File: src/rtl/axi4_lite_cmd_master_if.sv
// AXI4-Lite channel bundle between the command master and its slave.
interface axi4_lite_cmd_master_if #(
    parameter int unsigned AXI_DATA_WIDTH_P = 32,
    parameter int unsigned AXI_ADDR_WIDTH_P = 32
);
    logic [AXI_ADDR_WIDTH_P-1:0]   awaddr;
    logic                          awvalid;
    logic                          awready;
    logic [AXI_DATA_WIDTH_P-1:0]   wdata;
    logic [AXI_DATA_WIDTH_P/8-1:0] wstrb;
    logic                          wvalid;
    logic                          wready;
    logic [1:0]                    bresp;
    logic                          bvalid;
    logic                          bready;
    logic [AXI_ADDR_WIDTH_P-1:0]   araddr;
    logic                          arvalid;
    logic                          arready;
    logic [AXI_DATA_WIDTH_P-1:0]   rdata;
    logic [1:0]                    rresp;
    logic                          rvalid;
    logic                          rready;

    modport master (
        output awaddr, awvalid, input awready,
        output wdata, wstrb, wvalid, input wready,
        input bresp, bvalid, output bready,
        output araddr, arvalid, input arready,
        input rdata, rresp, rvalid, output rready
    );

    modport slave (
        input awaddr, awvalid, output awready,
        input wdata, wstrb, wvalid, output wready,
        output bresp, bvalid, input bready,
        input araddr, arvalid, output arready,
        output rdata, rresp, rvalid, input rready
    );
endinterface

File: src/rtl/axi4_lite_cmd_master.sv
// Single-outstanding AXI4-Lite master driven by a simple cmd/rsp handshake.
module axi4_lite_cmd_master #(
    parameter int unsigned AXI_DATA_WIDTH_P = 32,
    parameter int unsigned AXI_ADDR_WIDTH_P = 32
) (
    input  logic                          clk,
    input  logic                          rst_n,
    input  logic                          cmd_valid,
    output logic                          cmd_ready,
    input  logic                          cmd_write,
    input  logic [AXI_ADDR_WIDTH_P-1:0]   cmd_addr,
    input  logic [AXI_DATA_WIDTH_P-1:0]   cmd_wdata,
    input  logic [AXI_DATA_WIDTH_P/8-1:0] cmd_wstrb,
    output logic                          rsp_valid,
    input  logic                          rsp_ready,
    output logic [AXI_DATA_WIDTH_P-1:0]   rsp_rdata,
    output logic [1:0]                    rsp_resp,
    output logic                          busy,
    axi4_lite_cmd_master_if.master        axi
);

    typedef enum logic [2:0] {
        IDLE,
        WR_REQ,
        WR_RESP,
        RD_REQ,
        RD_DATA,
        RSP
    } state_e;

    state_e                        state_q, state_d;
    logic [AXI_ADDR_WIDTH_P-1:0]   addr_q, addr_d;
    logic [AXI_DATA_WIDTH_P-1:0]   wdata_q, wdata_d;
    logic [AXI_DATA_WIDTH_P/8-1:0] wstrb_q, wstrb_d;
    logic                          aw_pend_q, aw_pend_d;
    logic                          w_pend_q, w_pend_d;
    logic [AXI_DATA_WIDTH_P-1:0]   rdata_q, rdata_d;
    logic [1:0]                    resp_q, resp_d;

    // State and transaction registers, cleared asynchronously.
    always_ff @(posedge clk or negedge rst_n) begin
        if (!rst_n) begin
            state_q   <= IDLE;
            addr_q    <= '0;
            wdata_q   <= '0;
            wstrb_q   <= '0;
            aw_pend_q <= 1'b0;
            w_pend_q  <= 1'b0;
            rdata_q   <= '0;
            resp_q    <= '0;
        end else begin
            state_q   <= state_d;
            addr_q    <= addr_d;
            wdata_q   <= wdata_d;
            wstrb_q   <= wstrb_d;
            aw_pend_q <= aw_pend_d;
            w_pend_q  <= w_pend_d;
            rdata_q   <= rdata_d;
            resp_q    <= resp_d;
        end
    end

    // Next state: AW and W retire independently; WR_REQ exits once both are done.
    always_comb begin
        state_d   = state_q;
        addr_d    = addr_q;
        wdata_d   = wdata_q;
        wstrb_d   = wstrb_q;
        aw_pend_d = aw_pend_q;
        w_pend_d  = w_pend_q;
        rdata_d   = rdata_q;
        resp_d    = resp_q;
        unique case (state_q)
            IDLE: begin
                if (cmd_valid) begin
                    addr_d  = cmd_addr;
                    wdata_d = cmd_wdata;
                    wstrb_d = cmd_wstrb;
                    if (cmd_write) begin
                        aw_pend_d = 1'b1;
                        w_pend_d  = 1'b1;
                        state_d   = WR_REQ;
                    end else begin
                        state_d = RD_REQ;
                    end
                end
            end
            WR_REQ: begin
                aw_pend_d = aw_pend_q && !axi.awready;
                w_pend_d  = w_pend_q && !axi.wready;
                if (!aw_pend_d && !w_pend_d) begin
                    state_d = WR_RESP;
                end
            end
            WR_RESP: begin
                if (axi.bvalid) begin
                    resp_d  = axi.bresp;
                    rdata_d = '0;
                    state_d = RSP;
                end
            end
            RD_REQ: begin
                if (axi.arready) begin
                    state_d = RD_DATA;
                end
            end
            RD_DATA: begin
                if (axi.rvalid) begin
                    rdata_d = axi.rdata;
                    resp_d  = axi.rresp;
                    state_d = RSP;
                end
            end
            RSP: begin
                if (rsp_ready) begin
                    state_d = IDLE;
                end
            end
            default: state_d = IDLE;
        endcase
    end

    // Outputs decoded from state and the registered command.
    always_comb begin
        cmd_ready   = (state_q == IDLE);
        busy        = (state_q != IDLE);
        rsp_valid   = (state_q == RSP);
        rsp_rdata   = rdata_q;
        rsp_resp    = resp_q;
        axi.awaddr  = addr_q;
        axi.awvalid = aw_pend_q;
        axi.wdata   = wdata_q;
        axi.wstrb   = wstrb_q;
        axi.wvalid  = w_pend_q;
        axi.bready  = (state_q == WR_RESP);
        axi.araddr  = addr_q;
        axi.arvalid = (state_q == RD_REQ);
        axi.rready  = (state_q == RD_DATA);
    end

endmodule

File: src/flat_wrapper.sv
// flat-port wrapper written by rule: the top's interface ports become plain ports
module axi4_lite_cmd_master_flat 
#(
    parameter int unsigned AXI_DATA_WIDTH_P = 32,
    parameter int unsigned AXI_ADDR_WIDTH_P = 32
)
  (clk, rst_n, cmd_valid, cmd_ready, cmd_write, cmd_addr, cmd_wdata, cmd_wstrb, rsp_valid, rsp_ready, rsp_rdata, rsp_resp, busy, axi_awaddr, axi_awvalid, axi_awready, axi_wdata, axi_wstrb, axi_wvalid, axi_wready, axi_bresp, axi_bvalid, axi_bready, axi_araddr, axi_arvalid, axi_arready, axi_rdata, axi_rresp, axi_rvalid, axi_rready);
  axi4_lite_cmd_master_if #(.AXI_DATA_WIDTH_P(AXI_DATA_WIDTH_P), .AXI_ADDR_WIDTH_P(AXI_ADDR_WIDTH_P)) axi_i ();
  input  logic clk;
  input  logic rst_n;
  input  logic cmd_valid;
  output logic cmd_ready;
  input  logic cmd_write;
  input  logic [AXI_ADDR_WIDTH_P-1:0] cmd_addr;
  input  logic [AXI_DATA_WIDTH_P-1:0] cmd_wdata;
  input  logic [AXI_DATA_WIDTH_P/8-1:0] cmd_wstrb;
  output logic rsp_valid;
  input  logic rsp_ready;
  output logic [AXI_DATA_WIDTH_P-1:0] rsp_rdata;
  output logic [1:0] rsp_resp;
  output logic busy;
  output wire logic [$bits(axi_i.awaddr)-1:0] axi_awaddr;
  output wire logic [$bits(axi_i.awvalid)-1:0] axi_awvalid;
  input wire logic [$bits(axi_i.awready)-1:0] axi_awready;
  output wire logic [$bits(axi_i.wdata)-1:0] axi_wdata;
  output wire logic [$bits(axi_i.wstrb)-1:0] axi_wstrb;
  output wire logic [$bits(axi_i.wvalid)-1:0] axi_wvalid;
  input wire logic [$bits(axi_i.wready)-1:0] axi_wready;
  input wire logic [$bits(axi_i.bresp)-1:0] axi_bresp;
  input wire logic [$bits(axi_i.bvalid)-1:0] axi_bvalid;
  output wire logic [$bits(axi_i.bready)-1:0] axi_bready;
  output wire logic [$bits(axi_i.araddr)-1:0] axi_araddr;
  output wire logic [$bits(axi_i.arvalid)-1:0] axi_arvalid;
  input wire logic [$bits(axi_i.arready)-1:0] axi_arready;
  input wire logic [$bits(axi_i.rdata)-1:0] axi_rdata;
  input wire logic [$bits(axi_i.rresp)-1:0] axi_rresp;
  input wire logic [$bits(axi_i.rvalid)-1:0] axi_rvalid;
  output wire logic [$bits(axi_i.rready)-1:0] axi_rready;
  assign axi_awaddr = axi_i.awaddr;
  assign axi_awvalid = axi_i.awvalid;
  assign axi_i.awready = axi_awready;
  assign axi_wdata = axi_i.wdata;
  assign axi_wstrb = axi_i.wstrb;
  assign axi_wvalid = axi_i.wvalid;
  assign axi_i.wready = axi_wready;
  assign axi_i.bresp = axi_bresp;
  assign axi_i.bvalid = axi_bvalid;
  assign axi_bready = axi_i.bready;
  assign axi_araddr = axi_i.araddr;
  assign axi_arvalid = axi_i.arvalid;
  assign axi_i.arready = axi_arready;
  assign axi_i.rdata = axi_rdata;
  assign axi_i.rresp = axi_rresp;
  assign axi_i.rvalid = axi_rvalid;
  assign axi_rready = axi_i.rready;
  axi4_lite_cmd_master #(.AXI_DATA_WIDTH_P(AXI_DATA_WIDTH_P), .AXI_ADDR_WIDTH_P(AXI_ADDR_WIDTH_P)) u_core (.clk(clk), .rst_n(rst_n), .cmd_valid(cmd_valid), .cmd_ready(cmd_ready), .cmd_write(cmd_write), .cmd_addr(cmd_addr), .cmd_wdata(cmd_wdata), .cmd_wstrb(cmd_wstrb), .rsp_valid(rsp_valid), .rsp_ready(rsp_ready), .rsp_rdata(rsp_rdata), .rsp_resp(rsp_resp), .busy(busy), .axi(axi_i));
endmodule
File: config.mk
export PLATFORM = sky130hd
export DESIGN_NAME = axi4_lite_cmd_master_flat
export DESIGN_NICKNAME = d
export VERILOG_FILES = /design/src/rtl/axi4_lite_cmd_master_if.sv /design/src/rtl/axi4_lite_cmd_master.sv /design/src/flat_wrapper.sv
export SDC_FILE = /design/constraint.sdc
export NUM_CORES = 1
export LEC_CHECK = 0
export ABC_AREA = 1
export BUFFER_PORTS_ARGS = -buffer_cell sky130_fd_sc_hd__buf_4
export CORE_MARGIN = 1.5
export CORE_UTILIZATION = 48
export CTS_CLUSTER_DIAMETER = 120
export DETAILED_ROUTE_END_ITERATION = 12
export PLACE_DENSITY_LB_ADDON = 0.1
export SETUP_SLACK_MARGIN = 0.5
export SYNTH_ARGS = -nofsm -noshare
export SYNTH_HDL_FRONTEND = slang
export SYNTH_SLANG_ARGS = --single-unit
export TNS_END_PERCENT = 5
File: constraint.sdc
create_clock -name clk -period 3.7 [get_ports clk]
set_clock_uncertainty 0.05 [all_clocks]
set_input_delay 0.185 -clock clk [delete_from_list [all_inputs] [get_ports clk]]
set_output_delay 0.185 -clock clk [all_outputs]
set_load 0.1 [all_outputs]
==> run summary <==
The first global-routing pass estimated 21.1 mm of wire. The top flip-flop cell by instance count after synthesis is sky130_fd_sc_hd__dfrtp_1. The run finished, with violations left. The smallest hold slack is -0.0523 ns. Global routing used 26.1% of the available tracks.

The height of the die is 102 µm. Of the available clock period, the critical path in the final layout requires 66.2%. Counting the buffers created by CTS gives 9. The worst hold path belongs to the class input port to asynchronous set/reset pin. The pin slew with the least headroom to its limit is 1.10 ns, and the signal arrival time at the worst endpoint is 2.21 ns. The worst reg2reg path endpoint was u_core.axi.wdata[5]. Setup total negative slack on the finished layout was measured at 0 ns. For the count of final hold-check violations, the log shows 18. The tree is rooted in a sky130_fd_sc_hd__clkbuf_8. During I/O placement, the number of pins put on the boundary was 256.

Cell accounting for the most synthesized area: sky130_fd_sc_hd__dfrtp_1. In the final routed layout, each cell accounts on average for 14.6 µm. The routed layout has 4680 vias. The tools report the final HPWL from detailed placement as 8.99 mm.

The worst setup path is launched from a register. The net count of the mapped netlist was 656; the number of rows created at floorplan was 36. The floorplan die width was 102 µm. The total inserted antenna cells was 0.

The run gives 76.4% as the final core area utilization. The tools report the wire length on met2 as 7.17 mm. After detailed routing, the total wire length is 14.1 mm. At the end of the flow, the number of nets in the layout was 938. The tools report the endpoint class of the critical path as an output port. The largest single stage delay on the critical path is 0.58 ns. The number of nets with antenna violations after detailed routing is 0. The largest fanout on the critical path was 70. Headroom to the max-slew limit came out at 26.3%.

The uppermost layer routed was met4. Setup repair after global routing left no endpoint under its margin. The flop and latch count out of synthesis was 107. The largest net degree at the start of global routing was 87.

The number of buffers added for setup after CTS was 0. The critical path contains buffers and inverters numbering 3 combined. The async set-or-reset flop fraction in the synthesized netlist works out to 100%. Cell with the largest stage delay on the worst path: sky130_fd_sc_hd__buf_4.

The run gives 0 as the warning count from the yosys run. Of the cells placed in the final design, the portion with a size suffix greater than 1 is 35.1%. Static timing analysis puts the maximum clock frequency at 408 MHz. Startpoint of the most critical register-to-register path: u_core.state_q[2]. The core region is 9680 µm². The tools report the count of maximum capacitance violations as 0. The most common cell after layout, fill and taps aside is sky130_fd_sc_hd__buf_4. After detailed routing, the wire length on met1 is 5.61 mm.

The final critical path time including I/O delays and setup is 2.45 ns. TritonCTS built the clock tree. The number of H-tree branching levels is 3. The clock-pin transition on the worst setup and hold timing paths was 0.09 ns; the post-cts resize count was 0. The top cell types in the final layout, fill and taps aside, are sky130_fd_sc_hd__buf_4 (260), sky130_fd_sc_hd__nand2_1 (228), sky130_fd_sc_hd__dfrtp_1 (107).

Routed via count divided by cell count: 4.87. The first detailed-routing pass took 6 iterations. Yosys mapped the design onto 27 distinct sky130hd cell types.

The tools report the via count of the first global-routing pass as 4333. At the end of routability-driven placement, the weighted congestion stood at 0.806. Proportion of netlist area held by the largest area contributor: 56.5%.

Counting cells, the worst reg-to-reg path comes to 7. The clock net in this run drives a total of 107 sinks. Relative to the synthesized area, the layout overhead comes to 56.2%. During placement, the flow inserted port buffers numbering 255.

The synthesized design contains 0 enable-type register cells. Traced cell by cell, the critical path runs through nor2_2, inv_2, nor2_4, buf_4, buf_4. The remaining routing DRC violations was 0; the number of setup violations in the final report was 0. By startpoint and endpoint, the worst setup path is classified as register to output port. The final reports fail on negative hold slack.

After the first detailed-routing iteration, the DRC count stood at 242. The logs give 2 for the number of buffers between clock root and the deepest sink and 0.36 ns for the insertion delay of the later-clocked pin in the worst-skew pair. In the detailed route, the total length drawn on met3 is 863 µm. The number of max-slew violations in the final report is 0.

For this configuration, the core starts out at a cell density of 48.9%. By area the synthesized netlist is led by sky130_fd_sc_hd__dfrtp_1 (57%), sky130_fd_sc_hd__nand2_1 (18%), sky130_fd_sc_hd__nand3_1 (7.6%), sky130_fd_sc_hd__buf_4 (5.9%), sky130_fd_sc_hd__o21ai_1 (2.5%). In this run the cell area of the synthesized design comes to 4740 µm². The slack of the worst reg-to-reg path came out at 1.59 ns. The logs give 10500 µm² for the overall die area and 542 for the cell count after synthesis. The largest delay contributor family on the critical path is buffers and inverters. The initial antenna violation count was 0; the global route total overflow was 0.

The fraction of the yosys area taken by sequential cells was 56.5%; the data required time at the worst endpoint was 3.46 ns. A synthesized cell averages 8.74 µm². The cell that appears most often on the critical path is sky130_fd_sc_hd__buf_4.
-- worst register-to-register path, cell delays in order, from the launching register on --
cell and delay [ns]:
sky130_fd_sc_hd__dfrtp_1 0.49, sky130_fd_sc_hd__nor2_2 0.17, sky130_fd_sc_hd__inv_2 0.07, sky130_fd_sc_hd__nor2_4 0.09, sky130_fd_sc_hd__nand2_2 0.56, sky130_fd_sc_hd__buf_4 0.44
sky130_fd_sc_hd__nand2_1 0.07, sky130_fd_sc_hd__nand2_1 0.05
-- timing repair --
action,4_1_cts,5_1_grt
hold buffers,75,0
endpoints found under the hold margin,75,0
setup endpoints to repair,0,0
-- worst max path at each step --
stage	startpoint	endpoint	slack (ns)	cells past startpoint
after floorplan	u_core.state_q[2]	axi_arvalid	1.50	3
after global placement	u_core.state_q[2]	u_core.axi.wdata[2]	1.65	7
after detailed placement	u_core.state_q[2]	u_core.axi.wdata[5]	1.59	7
after CTS	u_core.state_q[2]	cmd_ready	1.24	5
after global routing	u_core.state_q[2]	cmd_ready	1.10	5
final	u_core.state_q[2]	cmd_ready	1.25	5
-- area by class of cell --
type	instances	area (µm²)
Timing Repair Buffer	335	2700
Clock buffer	9	124
Tap cell	133	166
Inverter	17	66.3
Fill cell	663	2290
Sequential cell	107	2680
Clock inverter	6	105
Multi-Input combinational cell	354	1560
-- registers in the layout, indices dropped and copies added (netlist names) --
| name | flops |
|---|---|
| u_core.axi.araddr | 32 |
| u_core.axi.awvalid | 1 |
| u_core.axi.wdata | 32 |
| u_core.axi.wstrb | 4 |
| u_core.axi.wvalid | 1 |
| u_core.rsp_rdata | 32 |
| u_core.rsp_resp | 2 |
| u_core.state_q | 3 |
-- per-stage QoR --
stage / instances / worst slack (ns) / hold slack [ns] / area, µm²
finish: 961 / 1.25 / -0.0523 / 7400
global route: 961 / 1.10 / 0.00474 / 7400
CTS: 961 / 1.24 / 0.000122 / 7400
detailed placement: 871 / 1.59 / 0.339 / 6420
global placement: 871 / 1.65 / 0.336 / 6420
floorplan: 542 / 1.50 / -0.161 / 4740
-- cell usage after synthesis, types with 2 or more instances --
library cell and number:
sky130_fd_sc_hd__o21ai_1 24, sky130_fd_sc_hd__a22oi_1 2, sky130_fd_sc_hd__clkbuf_1 6, sky130_fd_sc_hd__buf_6 5, sky130_fd_sc_hd__buf_4 37, sky130_fd_sc_hd__nand2_1 228
sky130_fd_sc_hd__dfrtp_1 107, sky130_fd_sc_hd__nand3_1 72, sky130_fd_sc_hd__nor2_1 5, sky130_fd_sc_hd__inv_1 10, sky130_fd_sc_hd__inv_2 6, sky130_fd_sc_hd__buf_2 15
sky130_fd_sc_hd__o21ai_0 10, sky130_fd_sc_hd__nor2_2 2
-- kinds of logic (layout without fill, tap and decap cells) --
logic type             count (synthesis)  after routing  share of synthesized area, %
and+or+nand+nor                      316            316                          28.7
buffers and inverters                 81            367                          10.6
DFF                                  107            107                          56.5
AOI/OAI and AO/OA                     38             38                          4.17
-- layer usage --
layer | track usage (%) | vias to the layer above
met5 | 0 | -
met4 | 12.4 | 0
met3 | 4.38 | 32
met2 | 44.8 | 197
met1 | 32.1 | 2200
li1 | - | 2251
Power is left out: the tool's default activity adds up to more than one toggle a clock period on the data nets, which glitch-free logic cannot reach.
